## src/rtl/serial_alu_sequencer.sv

```systemverilog
// Bit-serial sequencer for a single-bit ALU slice: decodes an R-type funct,
// streams operand bits LSB-first, threads the carry and reassembles the result.
module serial_alu_sequencer #(
  parameter int WIDTH = 32
) (
  input  logic             clk,
  input  logic             reset,
  input  logic             start,
  input  logic [5:0]       funct,
  input  logic [WIDTH-1:0] opA,
  input  logic [WIDTH-1:0] opB,
  output logic             sliceA,
  output logic             sliceB,
  output logic             sliceCin,
  output logic [3:0]       sliceSignal,
  input  logic             sliceOut,
  input  logic             sliceCout,
  output logic             busy,
  output logic             done,
  output logic [WIDTH-1:0] result,
  output logic             carryOut,
  output logic             illegal
);

  localparam int IDX_W = (WIDTH > 2) ? $clog2(WIDTH) : 1;
  localparam logic [IDX_W-1:0] LAST_IDX = IDX_W'(WIDTH - 1);

  typedef enum logic [1:0] {IDLE, RUN, DONE} state_t;

  state_t           state, stateNext;
  logic [IDX_W-1:0] bitIdx;
  logic [3:0]       opCode;
  logic             carryQ;
  logic [WIDTH-1:0] opAQ, opBQ;
  logic [WIDTH-2:0] accQ;
  logic [4:0]       decoded;
  logic             isSubLike;
  logic             isArith;
  logic             sltSet;

  // Returns {legal, sliceCode}.
  function automatic logic [4:0] decodeFunct(input logic [5:0] f);
    case (f)
      6'd36:   return {1'b1, 4'd0};
      6'd37:   return {1'b1, 4'd1};
      6'd32:   return {1'b1, 4'd2};
      6'd34:   return {1'b1, 4'd6};
      6'd42:   return {1'b1, 4'd7};
      default: return 5'd0;
    endcase
  endfunction

  assign decoded   = decodeFunct(funct);
  assign isSubLike = (opCode == 4'd6) || (opCode == 4'd7);
  assign isArith   = isSubLike || (opCode == 4'd2);
  // Signed less-than: sum MSB corrected by overflow (carry-in vs carry-out of MSB).
  assign sltSet    = sliceOut ^ (carryQ ^ sliceCout);

  always_ff @(posedge clk) begin
    if (reset) state <= IDLE;
    else       state <= stateNext;
  end

  always_comb begin
    stateNext = state;
    case (state)
      IDLE:    if (start) stateNext = decoded[4] ? RUN : DONE;
      RUN:     if (bitIdx == LAST_IDX) stateNext = DONE;
      DONE:    stateNext = IDLE;
      default: stateNext = IDLE;
    endcase
  end

  always_comb begin
    busy        = (state == RUN) || (state == DONE);
    done        = (state == DONE);
    sliceA      = 1'b0;
    sliceB      = 1'b0;
    sliceCin    = 1'b0;
    sliceSignal = 4'd0;
    if (state == RUN) begin
      sliceA      = opAQ[bitIdx];
      sliceB      = opBQ[bitIdx];
      sliceSignal = opCode;
      sliceCin    = (bitIdx == '0) ? isSubLike : carryQ;
    end
  end

  always_ff @(posedge clk) begin
    if (reset) begin
      bitIdx   <= '0;
      opCode   <= 4'd0;
      carryQ   <= 1'b0;
      result   <= '0;
      carryOut <= 1'b0;
      illegal  <= 1'b0;
    end else begin
      case (state)
        IDLE: if (start) begin
          opCode <= decoded[3:0];
          bitIdx <= '0;
          carryQ <= 1'b0;
          if (!decoded[4]) begin
            result   <= '0;
            carryOut <= 1'b0;
            illegal  <= 1'b1;
          end
        end
        RUN: begin
          bitIdx <= bitIdx + 1'b1;
          carryQ <= sliceCout;
          if (bitIdx == LAST_IDX) begin
            illegal  <= 1'b0;
            carryOut <= isArith ? sliceCout : 1'b0;
            result   <= (opCode == 4'd7) ? {{(WIDTH-1){1'b0}}, sltSet}
                                         : {sliceOut, accQ};
          end
        end
        default: ;
      endcase
    end
  end

  // Operand capture and partial-result assembly carry no reset.
  always_ff @(posedge clk) begin
    if (state == IDLE && start) begin
      opAQ <= opA;
      opBQ <= opB;
    end
    if (state == RUN && bitIdx != LAST_IDX) accQ[bitIdx] <= sliceOut;
  end

endmodule

```

## config.mk

```make
export PLATFORM = sky130hd
export DESIGN_NAME = serial_alu_sequencer
export DESIGN_NICKNAME = d
export VERILOG_FILES = /design/src/rtl/serial_alu_sequencer.sv
export SDC_FILE = /design/constraint.sdc
export NUM_CORES = 1
export LEC_CHECK = 0
export BUFFER_PORTS_ARGS = -buffer_cell sky130_fd_sc_hd__buf_2
export CORE_MARGIN = 2
export CORE_UTILIZATION = 45
export DETAILED_ROUTE_END_ITERATION = 10
export PLACE_DENSITY_LB_ADDON = 0.3
export SYNTH_ARGS = -nofsm -noshare
export SYNTH_HDL_FRONTEND = slang
export SYNTH_SLANG_ARGS = --single-unit
export TNS_END_PERCENT = 100
```

## constraint.sdc

```tcl
create_clock -name clk -period 8.1 [get_ports clk]
set_input_delay 0.405 -clock clk [delete_from_list [all_inputs] [get_ports clk]]
set_output_delay 0.405 -clock clk [all_outputs]
set_load 0.03 [all_outputs]
```

# Word-level counts from Yosys, hierarchy flattened
# Cells that the tools add are included.
word_totals:
  ff_bits: 141
  output_inout_bits: 43
  in_bits: 75
  wordCells: 78
op_classes:
  order_cmp: 2
  n_addsub: 1
  n_bitwise: 2
  n_mux: 35
  n_eq_ne: 15
  n_reduce_logical: 13
ops:
  columns: ["cell", "n"]
  rows:
  - ["$mux W32", 4]
  - ["$pmux W32 S2", 1]
  - ["$bwmux W31", 1]
  - ["$eq A6 B6 Y1 const B", 5]
  - ["$pmux W5 S5", 1]
  - ["$mux W1", 15]
  - ["$bmux W1 S5", 2]
  - ["$pmux W5 S2", 1]
  - ["$eq A4 B3 Y1 const B", 2]
  - ["$lt A5 B6 Y1 const B", 1]
  - ["$mux W2", 3]
  - ["$ne A2 B2 Y1 const B", 3]
  - ["$pmux W1 S2", 3]
  - ["$reduce_and A2 Y1", 3]
  - ["$add A5 B1 Y5 const B", 1]
  - ["$demux W1 S5", 1]
  - ["$eq A5 B5 Y1 const B", 1]
  - ["$ge A5 B1 Y1 const B", 1]
  - ["$logic_not A5 Y1", 1]
  - ["$mux W5", 1]
  - ["$ne A5 B5 Y1 const B", 1]
  - ["$eq A4 B2 Y1 const B", 1]
  - ["$mux W4", 1]
  - ["$pmux W2 S2", 1]
  - ["8 further kinds", 13]

# Depth between registers and ports, before layout
logic_depth:
  depth_word: 6
  depth_mapped: 9
  mapped_depth_nobuf: 7

# Worst setup path after synthesis
# OpenSTA, ideal clock, no wires.
synth_timing:
  kind: "register -> register"
  startpoint: "reg state[0]"
  endpoint: "reg bitIdx[2]"
  arrival_ns: 2.639
  required_ns: 7.972
  path_stages_with_launch: 8
  setup_time_ns: 0.128
  path_buffers: 0
  synth_period_minus_slack_ns: 2.767
  setup_slack_ns: 5.333
  cell_sequence: "dfxtp_1 > inv_1 > ha_1 > nand2_1 > inv_1 > nor2_1 > a22oi_1 > nor2_1"
synth_between:
  elab_chain_cells: 3
  word_cells_on_any_way: 6
  classes_between: "eq/ne: 2; mux: 1; reduce/logical: 3"
synth_rtl:
  columns: ["item", "line", "text"]
  rows:
  - ["from (decl)", "30", "state_t state, stateNext;"]
  - ["from (signal assigned)", "61", "else state <= stateNext;"]
  - ["$eq A2 B1 Y1 / $logic_not A2 Y1 (equally long branches)", "98", "case (state)"]
  - ["$reduce_bool A2 Y1 (no source line) / $ne A2 B2 Y1 (equally long branches)", null, null]
  - ["$reduce_and A2 Y1 (no source line)", null, null]
  - ["to (signal assigned)", "110", "bitIdx <= bitIdx + 1'b1;"]
  - ["to (decl)", "31", "logic [IDX_W-1:0] bitIdx;"]
# Parallel ways exist; a longest one is shown, timed or not.
# A chain may end at the register's enable or synchronous reset.

# Worst setup path in the final report
layout_timing:
  startpoint: "reg bitIdx[1]"
  endpoint: "out sliceA"
layout_between:
  elab_chain_cells: 3
layout_rtl:
  columns: ["item", "line", "text"]
  rows:
  - ["$bmux W1 S5", "82", "sliceA = opAQ[bitIdx];"]
  - ["$mux W1 (not written as such)", "82", null]
  - ["$mux W1", "81", "if (state == RUN) begin"]
  - ["to (decl)", "12", "output logic sliceA,"]
# No other way between the ends. The select of a mux whose other input is x is not followed.

==> summary.md <==
| Metric | Value |
|---|---|
| Status | finished, final reports clean |
| Synth warnings | 0 |
| GRT busiest layer | met2 |
| Htree depth | 4 |
| Initial Utilization | 0.465 |
| DIE WIDTH | 116 um |
| Post-synth top area share | 0.504 |
| Peak VDD IR | 0.170 mV |
| Crit path kind | reg -> out |
| Hold path depth | 1 |
| Cts repair resizes | 0 |
| Congestion Overflow GR | 0 |
| Total negative slack | 0 ns |
| CP cell instances | mux4_2, nand4_1, nand3_1, o21a_1, buf_2 |
| Post-CTS Setup Bufs | 0 |
| Leak pwr | approximately 2.5 nW |
| Final Net Count | ~650 |
| CTS tree | yes |
| Mapped Cells | 465 |
| Register area share after synthesis | 0.663 |
| Die Area | between 0.01 and 0.015 mm2 |
| DPL Wire Length | 7.21 mm |
| Final Hold Vio Count | 0 |
| Clk buf depth | 2 |
| P_int | 1.33 mW |
| Total power | 1.68 mW |
| DRT Wirelength | 11.2 mm |
| Post-synth ARST share | 0 |
| Stages on the worst setup path | 5 |
| Met3 usage | 0.0555 |
| Slowest cell on crit path | dfxtp_2 |
| Net Sw Frac | 0.205 |
| Area leader, netlist | edfxtp_1 |
| ANT nets after route | 0 |
| First-pass GRT wire length | 17.8 mm |
| Row cnt | 40 |
| P_sw | 0.345 mW |
| Worst R2R Start | bitIdx[1] |
| CORE AREA | 0.0122 mm2 |
| Max Cap Viol | 0 |
| Total number of vias | 3847 |
| Area grow syn2layout | 21.8% |
| PwrDens | about 240 mW/mm2 |
| GR Util met2 | 0.288 |
| Setup slack at placement | between 5 and 6 ns |
| Data arrival, critical path | around 2.5 ns |
| Hold-fix buffer count after cts | 0 |
| Initial DRT Pass Iterations | 4 |
| Most common cell in the synthesized netlist | edfxtp_1 |
| Shortest period the worst path allows | 2.94 ns |
| Top post-synthesis cells by area | edfxtp_1, dfxtp_1, mux2i_1 |
| All-Layer GR Usage | 0.175 |
| Sinks on the clock net | 140 |
| Worst path top cell family by delay | flip-flops |
| Buffers plus inverters on the worst setup path | 1 |
| Largest net degree at the start of global routing | 68 |
| Crit Path Max Fanout | 33 |
| DRC viols | 0 |
| Reg2Reg Depth | 7 |
| Clock Latency Late Sink | 0.42 ns |
| Worst-Margin Slew | 1.02 ns |
| Synth Area per Inst | 12.2 um2 |
| Setup Viol. Count Final | 0 |
| Clk slew on worst S/H paths | 0.06 ns |
| Wire per inst | 14.8 um |
| 1st-iter DRT viols | 302 |
| Synth Cell Area | 0.00566 mm2 |
| Syn nets | between 500 and 600 |
| CP peak stage delay | roughly 0.94 ns |
| DP Area | 0.00629 mm2 |
| Worst setup margin | slightly above 5 ns |
| Final Slew Violations | 0 |
| Clock skew | 0.00960 ns |
| Register share of total power | 0.479 |
| Routing usage on met1 | 0.214 |
| Dpl cells | 720 |
| Critical path launch point type | flip-flop |
| Clk network pwr share | 0.470 |
| Worst Setup SP | bitIdx[1] |
| Yosys reg bits | 140 |
| Type of the worst min-delay path | in -> reg |
| Post-DR vias/cell | 5.12 |
| Share of cells above drive strength 1 | 0.269 |
| Initial antenna violation count | 0 |
| Root Driver | clkbuf_16 |
| Slew margin rel. | 0.318 |
| Commonest cells in the netlist | edfxtp_1, nand2_1, nor2_1, dfxtp_1, nand3_1 |
| Ys flop type | edfxtp_1 |
| Comb pwr share | 0.051 |
| I/O Buffers | 116 |
| Non-Filler Instances | 752 |
| Library cells used by synthesis | 44 |
| Routability Congestion | 0.782 |
| Diodes inserted | 0 |
| Worst EP required | 7.70 ns |
| Post-synth EDFFs | 95 |
| Max frequency | 340 MHz |
| Final Instance Area | 0.00689 mm2 |
| Total CTS buffers | 17 |
| Final period utilization | 0.363 |
| Top-Level Pins | 118 |
| Vias in the first global route | 3733 |
| RSZ-0062 raised after global routing | false |
| Hold path startpoint | opB[30] |
| Setup crit end kind | output port |
| Die Y | roughly 120 um |
==> metal layers <==
layer,up-vias,part of all wire
li1,1900,-
met1,1800,0.42
met2,131,0.50
met3,16,0.067
met4,0,0.015
met5,-,0
==> cells in the final DEF, fill, tap and decap left out, drive strengths merged, types with 2 or more instances in the layout <==
cell type / count
nand2: 49
a31oi: 7
or3b: 2
bufinv: 4
o22ai: 10
mux2: 2
a21oi: 38
buf: 118
nand4: 2
nor2b: 4
mux2i: 24
dfxtp: 45
nor3: 6
o21ai: 5
clkinv: 8
mux4: 4
clkbuf: 18
o221ai: 2
ha: 8
a32oi: 3
nand3b: 4
inv: 9
and3: 4
nor2: 47
and2: 6
o21a: 3
edfxtp: 95
nand2b: 5
nand3: 39
a22oi: 4
==> flip-flops by register name, summed over array words and instances (netlist names) <==
| signal | cells |
|---|---|
| illegal | 1 |
| carryOut | 1 |
| state | 2 |
| opCode | 3 |
| opBQ | 32 |
| opAQ | 32 |
| carryQ | 1 |
| accQ | 31 |
| result | 32 |
| bitIdx | 5 |
==> power by group through the flow <==
stage / Clock (mW) / Combinational [mW] / Sequential (mW)
after floorplan: 0 / 0.0513 / 0.821
after global placement: 0 / 0.0836 / 0.819
after detailed placement: 0 / 0.0862 / 0.820
after CTS: 0.803 / 0.0866 / 0.806
after global routing: 0.833 / 0.0952 / 0.807
final: 0.790 / 0.0853 / 0.805
==> path summary, 6_finish.rpt <==
path / to / slack, ns
worst min-delay path: opBQ[30] / 0.16
worst min register to register: result[21] / 0.45
worst max register to register: result[0] / 5.19
worst max-delay path: sliceA / 5.16
==> cell families (layout without fill, tap and decap cells) <==
logic type | after synthesis | after routing | share of synthesized area
other cells | 1 | 1 | 0.000662
simple gates | 170 | 170 | 0.137
compound gates | 76 | 76 | 0.0805
buf+inv | 39 | 158 | 0.0369
mux | 30 | 30 | 0.0623
flops | 140 | 140 | 0.663
fa+ha+maj | 8 | 8 | 0.0177
xor+xnor | 1 | 1 | 0.00155
==> worst reg2reg max path, cell delays in order, from the launching register on <==
cell and delay [ns]:
dfxtp_2 0.94, ha_1 0.36, and3_1 0.17, ha_1 0.16, nand2b_1 0.21, o21a_2 0.58, o211ai_1 0.20, a21oi_1 0.21
==> metrics by stage <==
step,utilization,hold WS (ns)
5_1_grt,0.567,0.147
4_1_cts,0.567,0.143
2_1_floorplan,-,0.484
6_report,0.567,0.155
3_3_place_gp,0.517,0.436
3_5_place_dp,0.517,0.444
==> final cells by class <==
class	instances	area (um2)
clock buffers	18	429
clock inverters	14	175
fillers	1019	5270
inverters	8	30.0
multi-input cells	286	1700
flip-flops and latches	140	3750
well taps	168	210
repair buffers	118	596
No activity file was read; power rests on OpenSTA's default activity.
